File: config.mk
export PLATFORM = sky130hd
export DESIGN_NAME = alu_op_decoder_flat
export DESIGN_NICKNAME = d
export VERILOG_FILES = /design/src/rtl/alu_pkg.sv /design/src/rtl/alu_op_decoder_if.sv /design/src/rtl/alu_dec_core.sv /design/src/rtl/alu_op_decoder.sv /design/src/flat_wrapper.sv
export SDC_FILE = /design/constraint.sdc
export NUM_CORES = 1
export LEC_CHECK = 0
export CAP_MARGIN = 10
export CORE_MARGIN = 10
export CORE_UTILIZATION = 30
export DETAILED_ROUTE_END_ITERATION = 6
export GPL_TIMING_DRIVEN = 0
export HOLD_SLACK_MARGIN = 0.03
export SYNTH_ARGS = -nofsm -noshare
export SYNTH_HDL_FRONTEND = slang
export SYNTH_HIERARCHICAL = 1
export SYNTH_SLANG_ARGS = --single-unit
File: constraint.sdc
create_clock -name clk -period 1.9 [get_ports clk]
set_input_delay 0.57 -clock clk [delete_from_list [all_inputs] [get_ports clk]]
set_output_delay 0.57 -clock clk [all_outputs]
set_load 0.02 [all_outputs]
File: src/rtl/alu_pkg.sv
// -----------------------------------------------------------------------------
// alu_pkg
// Shared definitions for the ALU datapath and the decode/issue stage in front
// of it. This file holds the 4-bit ALU operation codes, the RV32I opcode
// constants for the classes this stage decodes, the funct7 constants, and a
// funct3-to-operation helper that is shared by the OP and OP-IMM classes.
// -----------------------------------------------------------------------------
package alu_pkg;

    typedef enum logic [3:0] {
        ALU_ADD  = 4'b0000,
        ALU_SUB  = 4'b0001,
        ALU_AND  = 4'b0010,
        ALU_OR   = 4'b0011,
        ALU_XOR  = 4'b0100,
        ALU_SLL  = 4'b0101,
        ALU_SRL  = 4'b0110,
        ALU_SRA  = 4'b0111,
        ALU_SLT  = 4'b1000,
        ALU_SLTU = 4'b1001,
        ALU_NOP  = 4'b1111   // ALU returns 0
    } alu_ctrl_e;

    localparam logic [6:0] OPC_OP     = 7'b0110011;
    localparam logic [6:0] OPC_OP_IMM = 7'b0010011;
    localparam logic [6:0] OPC_LUI    = 7'b0110111;

    localparam logic [6:0] F7_BASE = 7'b0000000;
    localparam logic [6:0] F7_ALT  = 7'b0100000;

    // funct3 to ALU code. 'alt' selects SUB over ADD and SRA over SRL; the
    // caller decides whether the alternate encoding applies to its class.
    function automatic alu_ctrl_e f3_to_ctrl(input logic [2:0] f3, input logic alt);
        unique case (f3)
            3'b000:  return alt ? ALU_SUB : ALU_ADD;
            3'b001:  return ALU_SLL;
            3'b010:  return ALU_SLT;
            3'b011:  return ALU_SLTU;
            3'b100:  return ALU_XOR;
            3'b101:  return alt ? ALU_SRA : ALU_SRL;
            3'b110:  return ALU_OR;
            default: return ALU_AND;
        endcase
    endfunction

endpackage : alu_pkg

File: src/rtl/alu_op_decoder_if.sv
// -----------------------------------------------------------------------------
// alu_op_decoder_if
// Handshake and payload bundle for the decode/issue stage.
//   Upstream side  : in_valid, in_ready, instr, rs1_data, rs2_data
//   Downstream side: out_valid, out_ready, src_a, src_b, alu_ctrl, rd
//                    illegal (only when ALU_DEC_ILLEGAL_EN is defined)
// modport slave  : the decoder itself
// modport master : the environment (instruction source plus ALU sink)
// -----------------------------------------------------------------------------
interface alu_op_decoder_if
    import alu_pkg::*;
#(
    parameter int DATA_W = 32
);
    logic              in_valid;
    logic              in_ready;
    logic [31:0]       instr;
    logic [DATA_W-1:0] rs1_data;
    logic [DATA_W-1:0] rs2_data;

    logic              out_valid;
    logic              out_ready;
    logic [DATA_W-1:0] src_a;
    logic [DATA_W-1:0] src_b;
    alu_ctrl_e         alu_ctrl;
    logic [4:0]        rd;
`ifdef ALU_DEC_ILLEGAL_EN
    logic              illegal;
`endif

    modport slave (
        input  in_valid, instr, rs1_data, rs2_data, out_ready,
        output in_ready, out_valid, src_a, src_b, alu_ctrl, rd
`ifdef ALU_DEC_ILLEGAL_EN
        , output illegal
`endif
    );

    modport master (
        output in_valid, instr, rs1_data, rs2_data, out_ready,
        input  in_ready, out_valid, src_a, src_b, alu_ctrl, rd
`ifdef ALU_DEC_ILLEGAL_EN
        , input illegal
`endif
    );

endinterface : alu_op_decoder_if

File: src/rtl/alu_dec_core.sv
// -----------------------------------------------------------------------------
// alu_dec_core
// Purely combinational RV32I decode of the OP, OP-IMM and LUI classes into ALU
// operands and operation code.
//   instr       : instruction word
//   rs1_data    : register-file read port 1
//   rs2_data    : register-file read port 2
//   src_a/src_b : ALU operands (both 0 for unsupported instructions)
//   alu_ctrl    : ALU operation (NOP for unsupported instructions)
//   rd          : destination register, instr[11:7]
//   unsupported : instruction is outside the decoded subset
// -----------------------------------------------------------------------------
module alu_dec_core
    import alu_pkg::*;
#(
    parameter int DATA_W = 32   // only 32 is supported
) (
    input  logic [31:0]       instr,
    input  logic [DATA_W-1:0] rs1_data,
    input  logic [DATA_W-1:0] rs2_data,
    output logic [DATA_W-1:0] src_a,
    output logic [DATA_W-1:0] src_b,
    output alu_ctrl_e         alu_ctrl,
    output logic [4:0]        rd,
    output logic              unsupported
);

    logic [6:0] opcode;
    logic [2:0] f3;
    logic [6:0] f7;
    logic       legal;

    assign opcode = instr[6:0];
    assign f3     = instr[14:12];
    assign f7     = instr[31:25];
    assign rd     = instr[11:7];

    // NOTE: every output gets a default before the case statement so no path
    // leaves a value unassigned, which would otherwise infer a latch.
    always_comb begin
        legal    = 1'b0;
        src_a    = '0;
        src_b    = '0;
        alu_ctrl = ALU_NOP;

        unique case (opcode)
            OPC_OP: begin
                legal    = (f7 == F7_BASE) ||
                           ((f7 == F7_ALT) && ((f3 == 3'b000) || (f3 == 3'b101)));
                alu_ctrl = f3_to_ctrl(f3, f7[5]);
                src_a    = rs1_data;
                src_b    = rs2_data;
            end

            OPC_OP_IMM: begin
                src_a = rs1_data;
                unique case (f3)
                    3'b001: begin
                        legal = (f7 == F7_BASE);
                        src_b = {{(DATA_W-5){1'b0}}, instr[24:20]};
                    end
                    3'b101: begin
                        legal = (f7 == F7_BASE) || (f7 == F7_ALT);
                        src_b = {{(DATA_W-5){1'b0}}, instr[24:20]};
                    end
                    default: begin
                        legal = 1'b1;
                        src_b = {{(DATA_W-12){instr[31]}}, instr[31:20]};
                    end
                endcase
                // ADDI has no SUB form: only the right shift honours funct7.
                alu_ctrl = f3_to_ctrl(f3, (f3 == 3'b101) && f7[5]);
            end

            OPC_LUI: begin
                legal    = 1'b1;
                src_b    = DATA_W'({instr[31:12], 12'b0});
                alu_ctrl = ALU_ADD;
            end

            default: legal = 1'b0;
        endcase

        // Unsupported instructions carry a clean NOP payload.
        if (!legal) begin
            src_a    = '0;
            src_b    = '0;
            alu_ctrl = ALU_NOP;
        end
    end

    assign unsupported = !legal;

endmodule : alu_dec_core

File: src/rtl/alu_op_decoder.sv
// -----------------------------------------------------------------------------
// alu_op_decoder
// Decode-and-issue stage in front of the single-cycle ALU. Decodes one
// instruction per valid/ready handshake and delivers the result through a
// 2-entry skid buffer (main + skid register) so both in_ready and the output
// payload come straight from flops.
//   clk   : rising-edge clock
//   rst_n : asynchronous active-low reset; discards both entries at once
//   bus   : alu_op_decoder_if.slave (upstream and downstream handshakes)
// Build option ALU_DEC_ILLEGAL_EN:
//   defined   - unsupported instructions are forwarded as NOP entries with
//               illegal=1
//   undefined - unsupported instructions complete the input handshake but are
//               dropped before the buffer; no illegal port exists
// -----------------------------------------------------------------------------
module alu_op_decoder
    import alu_pkg::*;
#(
    parameter int DATA_W = 32   // only 32 is supported
) (
    input  logic            clk,
    input  logic            rst_n,
    alu_op_decoder_if.slave bus
);

    typedef struct packed {
        logic [DATA_W-1:0] src_a;
        logic [DATA_W-1:0] src_b;
        alu_ctrl_e         alu_ctrl;
        logic [4:0]        rd;
`ifdef ALU_DEC_ILLEGAL_EN
        logic              illegal;
`endif
    } entry_t;

    localparam entry_t ENTRY_RST = '{alu_ctrl: ALU_NOP, default: '0};

    entry_t dec_entry;
    logic   dec_unsupported;

    entry_t main_q, main_n;
    entry_t skid_q, skid_n;
    logic   main_valid_q, main_valid_n;
    logic   skid_valid_q, skid_valid_n;
    logic   in_ready_q;

    logic   accept;
    logic   push;
    logic   drain;

    alu_dec_core #(
        .DATA_W (DATA_W)
    ) u_core (
        .instr       (bus.instr),
        .rs1_data    (bus.rs1_data),
        .rs2_data    (bus.rs2_data),
        .src_a       (dec_entry.src_a),
        .src_b       (dec_entry.src_b),
        .alu_ctrl    (dec_entry.alu_ctrl),
        .rd          (dec_entry.rd),
        .unsupported (dec_unsupported)
    );

    assign accept = bus.in_valid && in_ready_q;
    assign drain  = main_valid_q && bus.out_ready;

`ifdef ALU_DEC_ILLEGAL_EN
    assign dec_entry.illegal = dec_unsupported;
    assign push              = accept;
`else
    // Handshake still completes for unsupported instructions; they simply
    // never occupy a buffer slot.
    assign push              = accept && !dec_unsupported;
`endif

    // Occupancy update. A push never coincides with a full skid slot because
    // in_ready is low then, so after a drain the next entry always has room.
    always_comb begin
        main_n       = main_q;
        skid_n       = skid_q;
        main_valid_n = main_valid_q;
        skid_valid_n = skid_valid_q;

        if (drain) begin
            if (skid_valid_q) begin
                main_n       = skid_q;
                skid_valid_n = 1'b0;
            end else begin
                main_valid_n = 1'b0;
            end
        end

        if (push) begin
            if (!main_valid_n) begin
                main_n       = dec_entry;
                main_valid_n = 1'b1;
            end else begin
                skid_n       = dec_entry;
                skid_valid_n = 1'b1;
            end
        end
    end

    // NOTE: state registers use non-blocking assignments so every flop samples
    // the pre-edge values computed above, independent of statement order.
    // NOTE: payload registers are reset too, since the outputs must read as a
    // defined NOP during and straight after reset, not just out_valid.
    always_ff @(posedge clk or negedge rst_n) begin
        if (!rst_n) begin
            main_q       <= ENTRY_RST;
            skid_q       <= ENTRY_RST;
            main_valid_q <= 1'b0;
            skid_valid_q <= 1'b0;
            in_ready_q   <= 1'b1;
        end else begin
            main_q       <= main_n;
            skid_q       <= skid_n;
            main_valid_q <= main_valid_n;
            skid_valid_q <= skid_valid_n;
            in_ready_q   <= !skid_valid_n;
        end
    end

    assign bus.in_ready  = in_ready_q;
    assign bus.out_valid = main_valid_q;
    assign bus.src_a     = main_q.src_a;
    assign bus.src_b     = main_q.src_b;
    assign bus.alu_ctrl  = main_q.alu_ctrl;
    assign bus.rd        = main_q.rd;
`ifdef ALU_DEC_ILLEGAL_EN
    assign bus.illegal   = main_q.illegal;
`endif

endmodule : alu_op_decoder

File: src/flat_wrapper.sv
// flat-port wrapper written by rule: the top's interface ports become plain ports
module alu_op_decoder_flat import alu_pkg::*;
#(
    parameter int DATA_W = 32                          
)
  (clk, rst_n, bus_in_valid, bus_instr, bus_rs1_data, bus_rs2_data, bus_out_ready, bus_in_ready, bus_out_valid, bus_src_a, bus_src_b, bus_alu_ctrl, bus_rd);
  alu_op_decoder_if #(.DATA_W(DATA_W)) bus_i ();
  input  logic clk;
  input  logic rst_n;
  input wire logic [$bits(bus_i.in_valid)-1:0] bus_in_valid;
  input wire logic [$bits(bus_i.instr)-1:0] bus_instr;
  input wire logic [$bits(bus_i.rs1_data)-1:0] bus_rs1_data;
  input wire logic [$bits(bus_i.rs2_data)-1:0] bus_rs2_data;
  input wire logic [$bits(bus_i.out_ready)-1:0] bus_out_ready;
  output wire logic [$bits(bus_i.in_ready)-1:0] bus_in_ready;
  output wire logic [$bits(bus_i.out_valid)-1:0] bus_out_valid;
  output wire logic [$bits(bus_i.src_a)-1:0] bus_src_a;
  output wire logic [$bits(bus_i.src_b)-1:0] bus_src_b;
  output wire logic [$bits(bus_i.alu_ctrl)-1:0] bus_alu_ctrl;
  output wire logic [$bits(bus_i.rd)-1:0] bus_rd;
  assign bus_i.in_valid = bus_in_valid;
  assign bus_i.instr = bus_instr;
  assign bus_i.rs1_data = bus_rs1_data;
  assign bus_i.rs2_data = bus_rs2_data;
  assign bus_i.out_ready = bus_out_ready;
  assign bus_in_ready = bus_i.in_ready;
  assign bus_out_valid = bus_i.out_valid;
  assign bus_src_a = bus_i.src_a;
  assign bus_src_b = bus_i.src_b;
  assign bus_alu_ctrl = bus_i.alu_ctrl;
  assign bus_rd = bus_i.rd;
  alu_op_decoder #(.DATA_W(DATA_W)) u_core (.clk(clk), .rst_n(rst_n), .bus(bus_i));
endmodule
### Word-level counts from Yosys, hierarchy flattened

Cells that the tools add are included.

* equality and inequality tests: 10
* muxes and demuxes: 25
* reductions and logical operators: 14

Operator list (number)
* 73-bit 2-to-1 mux: 4
* 32-bit 2-to-1 mux: 4
* 32-bit case mux with 3 select lines: 1
* 4-bit case mux with 7 select lines: 2
* 7-bit by 6-bit equality test with 1-bit output, second input constant: 3
* 4-bit case mux with 3 select lines: 1
* 1-bit 2-to-1 mux: 10
* 3-bit equality test, second input constant: 3
* 7-bit by 5-bit equality test with 1-bit output, second input constant: 1
* 7-bit zero test: 1
* 3-bit by 2-bit equality test with 1-bit output, second input constant: 2
* 1-bit logical AND: 5
* 4-bit 2-to-1 mux: 1
* 2-bit OR reduction: 2
* 3-bit by 1-bit equality test with 1-bit output, second input constant: 1
* 3-bit zero test: 1
* 1-bit logical OR: 3
* 1-bit case mux with 3 select lines: 1
* 1-bit case mux with 2 select lines: 1
* 2-bit AND reduction: 1
* 1-bit zero test: 1

* bits in registers: 149
* input port bits: 100
* output and inout port bits: 75
* word-level logic and storage cells: 60

### Longest topological paths before layout

* depth in word-level cells: 8
* gate-level depth with buffers: 12
* depth with buffers taken out: 7

### Cells and area by module

The synthesis kept the hierarchy.

By module, submodules not included
* alu_op_decoder: instances 1, cells an instance 401, area an instance 6488.7 sq um, seq. area each 3739.8 sq um
* alu_dec_core: instances 1, cells an instance 238, area an instance 1630.3 sq um, seq. area each 0.0 sq um

### Least setup slack after synthesis

No wires, ideal clock.

* kind: input-to-reg
* from: in bus_instr[14]
* to: reg u_core/skid_q[23] in the netlist's numbering
* library setup time: 0.125 ns
* arrival: 2.787 ns
* required time: 1.775 ns
* setup slack: -1.011 ns
* cell stages on the path: 12
* path buffers: 5
* cell sequence: clkbuf_1 xor2_1 o21a_1 or3_1 clkbuf_1 buf_2 and2_1 and3b_1 nand3b_1 buf_4 buf_6 mux2_2

* longest elaborated chain between the ends: 7
* elaborated cells on any way between the ends: 14
* classes of those cells: 2 x eq/ne; 5 x mux; 7 x reduce/logical

Ends and longest elaborated chain
* start: declaration: RTL line flat_wrapper.sv:11 `input wire logic [$bits(bus_i.instr)-1:0] bus_instr;`
* 3-bit equality test or 3-bit zero test (tied branches): RTL line alu_dec_core.sv:49, alu_dec_core.sv:57
* 1-bit logical OR: RTL line alu_dec_core.sv:49 `((f7 == F7_ALT) && ((f3 == 3'b000) || (f3 == 3'b101)));`
* 1-bit logical AND: RTL line alu_dec_core.sv:49
* 1-bit logical OR: RTL line alu_dec_core.sv:48 `legal = (f7 == F7_BASE) ||`
* 1-bit case mux with 3 select lines: RTL line alu_dec_core.sv:46 `unique case (opcode)`
* 1-bit logical AND: RTL line alu_op_decoder.sv:73 `assign push = accept && !dec_unsupported;`
* 2-bit AND reduction (no line)
* end signal: assignment: RTL line alu_op_decoder.sv:117 `skid_q <= skid_n;`
* end: declaration: RTL line alu_op_decoder.sv:42 `entry_t skid_q, skid_n;`

Parallel ways exist; a longest one is shown, timed or not.
A chain may end at the register's enable or synchronous reset.

### Worst setup path in the final report

* from: in bus_instr[6]
* to: reg u_core/skid_q[27] in the netlist's numbering

* longest elaborated chain between the ends: 4
* elaborated cells on any way between the ends: 8
* classes of those cells: 3 x eq/ne; 3 x mux; 2 x reduce/logical

Ends and longest elaborated chain (RTL line)
* 7-bit by 6-bit equality test with 1-bit output or 7-bit by 5-bit equality test with 1-bit output (tied branches): alu_dec_core.sv:46
* 1-bit case mux with 3 select lines: alu_dec_core.sv:46
* 1-bit logical AND: alu_op_decoder.sv:73
* 2-bit AND reduction (no line)

Parallel ways exist; a longest one is shown, timed or not.

==> out/qor.csv <==
metric,value,unit
post-DP HPWL,16900,um
Clock Latency Late Sink,0.42,ns
Layout area overhead,43.2,%
Vias/cell,4.80,
clock buffer count from CTS,17,
synth warn,6,
Clock power frac,0.458,
# nets final,965,
largest family of logic cells by synthesized area,multiplexers,
P_leak,0.00577,uW
status,"complete, but fails checks",
Bufs on Longest Clock Path,2,
Die Wd,185,um
Starting Density,0.303,
Final period util,1.44,
height of the die,185,um
Worst Path Max Fanout,6,
CTS Sinks,149,
pin count of the biggest net entering global routing,100,
CP startpoint kind,input pin,
Synth Area in XOR/XNOR,0.00108,
"Seq/Total Area, Yosys",0.461,
Synth Area in Compound Gates,0.0912,
"Distinct cells, synth",40,
Syn Nets,739,
CP required,2.21,ns
Internal,5430,uW
row cnt,60,
initial antenna violation count,0,
1st-iter DRT viols,236,
grt ovf,0,
type of the worst setup path,in2reg,
final number of setup-violating endpoints,149,
router iterations before antenna repair,4,
GR Util All Layers,0.143,
Setup WS pre-CTS,-1.87,ns
relative slew slack,0.459,
Vias,5852,
clock-pin slew of the registers on the worst-case setup and hold paths,0.07,ns
Simple-Gate Fraction of Synth Area,0.0445,
Sw Pwr,1870,uW
Worst-Margin Slew,0.810,ns
ys async rst share,1.00,
vias in the first global route,6372,
post-synth top area cell,dfrtp_1,
Syn Inst Count,639,
Reg power frac,0.444,
Synth top area share,0.431,
CTS tree,yes,
share of layout cells above drive strength 1,0.475,
mapped cell area,8120,um2
Post-Synth Adder-Cell Area,0,
"EDFF count, synth",0,
cell area power density,628,nW/um2
H-tree levels,4,
first-pass GRT wire length,37500,um
total power,7300,uW
failing checks,negative setup slack,
I/O Buffers,166,
Pins Over Slew Limit,0,
Worst setup EP type,flip-flop,
Comb pwr share,0.098,
RSZ-0062 raised after global routing,true,
die area,34000,um2
clock period minus worst slack,2.74,ns
DRC Markers,0,
clk root buf,clkbuf_16,
Placeable Area,26800,um2
top_reg_cell synth,dfrtp_1,
clk_skew,0.0161,ns
worst vdd ir,369,uV
most frequent cells after synthesis,"mux2_2 (239), dfrtp_1 (140), a21oi_1 (41)",
routability cong.,0.779,
"Data arrival, critical path",3.05,ns
most frequent cell after synthesis,mux2_2,
Hold/Removal Path Class,in2async,
synth top area cells,"dfrtp_1 (43%), mux2_2 (33%), a211oi_2 (4.6%), dfstp_2 (2.9%), a21oi_1 (2.5%)",
wire per inst,20.0,um
setup slack after layout,-0.838,ns
Synth Register Bits,149,
# IOs,175,
switching share of total power,0.257,
Final ANT Viol Nets,0,
final WL,24400,um
Max Cap Viol,0,
final hold vios,0,
fin util,0.434,
mux cell area share after synthesis,0.338,
Highest Clock Rate,365,MHz
Inserted Diodes,0,
syn_area_per_cell,12.7,um2
[layer usage]
layer,share of wire,global-route usage,vias to the layer above
met5,0,0,-
met4,0.010,0.0423,0
met3,0.031,0.0244,15
met2,0.51,0.247,108
met1,0.45,0.178,2952
li1,-,-,2777
[final timing paths]
check,from,endpoint,slack [ns],cells past startpoint
worst max register to register,u_core/skid_valid_q,u_core/skid_q[43],-0.33,6
worst min-delay path,rst_n,u_core/bus.src_a[7],0.03,1
worst max-delay path,bus_instr[6],u_core/skid_q[27],-0.84,13
worst min register to register,u_core/skid_q[11],u_core/skid_q[11],0.50,1
min in group clk,bus_instr[10],u_core/bus.rd[3],0.40,2
max in group asynchronous,rst_n,u_core/skid_q[7],1.02,2
[flip-flops by register name, indices dropped and copies added, names as in the netlist]
signal,cells
u_core/bus.src_b,32
u_core/bus.out_valid,1
u_core/bus.src_a,32
u_core/skid_valid_q,1
u_core/skid_q,73
u_core/bus.rd,5
u_core/bus.alu_ctrl,4
u_core/bus.in_ready,1
[layout make-up]
| type | instances | area (um2) |
|---|---|---|
| repair buffers | 207 | 2230 |
| plain buffers | 55 | 543 |
| clock buffers | 18 | 429 |
| well taps | 341 | 427 |
| inverters | 36 | 135 |
| fillers | 2478 | 15200 |
| clock inverters | 14 | 141 |
| flip-flops and latches | 149 | 3740 |
| multi-input cells | 399 | 3980 |
[power groups by stage]
| stage | clock [uW] | sequential, uW | combinational [uW] |
|---|---|---|---|
| 2_1_floorplan | 0 | 3340 | 258 |
| 3_3_place_gp | 0 | 3300 | 715 |
| 3_5_place_dp | 0 | 3300 | 724 |
| 4_1_cts | 3470 | 3240 | 727 |
| 5_1_grt | 3600 | 3240 | 776 |
| 6_report | 3340 | 3240 | 718 |
[critical path, cell delays in order]
cell and delay [ns]:
buf_6 0.09, nor4bb_4 0.26, buf_4 0.19, nand3_4 0.08, or3_4 0.43, buf_12 0.14
and2_1 0.11, and3b_2 0.24, nand3b_1 0.15, buf_8 0.18, buf_12 0.15, buf_12 0.14
mux2_4 0.29
[logic make-up after synthesis]
| logic type | Yosys count |
|---|---|
| muxes | 244 |
| and+or+nand+nor | 59 |
| xor gates and xnor gates | 1 |
| DFF | 149 |
| AOI/OAI and AO/OA | 93 |
| buffers and inverters | 93 |
[cells in the final DEF (no fill, tap or decap), drive strengths merged, types with 3 or more instances in the layout]
cell | Yosys | final
a211oi | 37 | 37
a21oi | 41 | 41
a31oi | 7 | 7
and2 | 8 | 8
buf | 41 | 85
clkbuf | 16 | 36
clkdlybuf4s15 | 0 | 6
clkdlybuf4s50 | 0 | 76
clkinv | 0 | 5
dfrtp | 140 | 140
dfstp | 9 | 9
dlygate4sd2 | 0 | 77
inv | 36 | 42
mux2 | 239 | 239
mux2i | 5 | 5
nand2 | 6 | 6
nand2b | 3 | 3
nand3b | 3 | 3
nor2 | 5 | 5
nor2b | 3 | 3
nor3 | 13 | 13
nor4 | 7 | 7
o21ai | 3 | 5
[metrics by stage]
step | cells | hold WS, ns | TNS [ns] | area [um2]
final | 1219 | 0.0318 | -113.85 | 11600
after floorplan | 639 | 0.274 | -121.30 | 8170
after global placement | 1146 | 0.485 | -1183.42 | 10300
after detailed placement | 1147 | 0.490 | -267.92 | 10300
after CTS | 1216 | 0.0350 | -117.00 | 11500
after global routing | 1219 | 0.0396 | -121.03 | 11600
[timing repair]
item,in CTS,in global routing
hold buffers,0,0
cloned,14,2
resized for setup,179,13
pin swaps,9,4
buffers inserted,25,2
endpoints found under the hold margin,0,0
endpoints found under the setup margin,224,151
No activity file was read; power rests on OpenSTA's default activity.
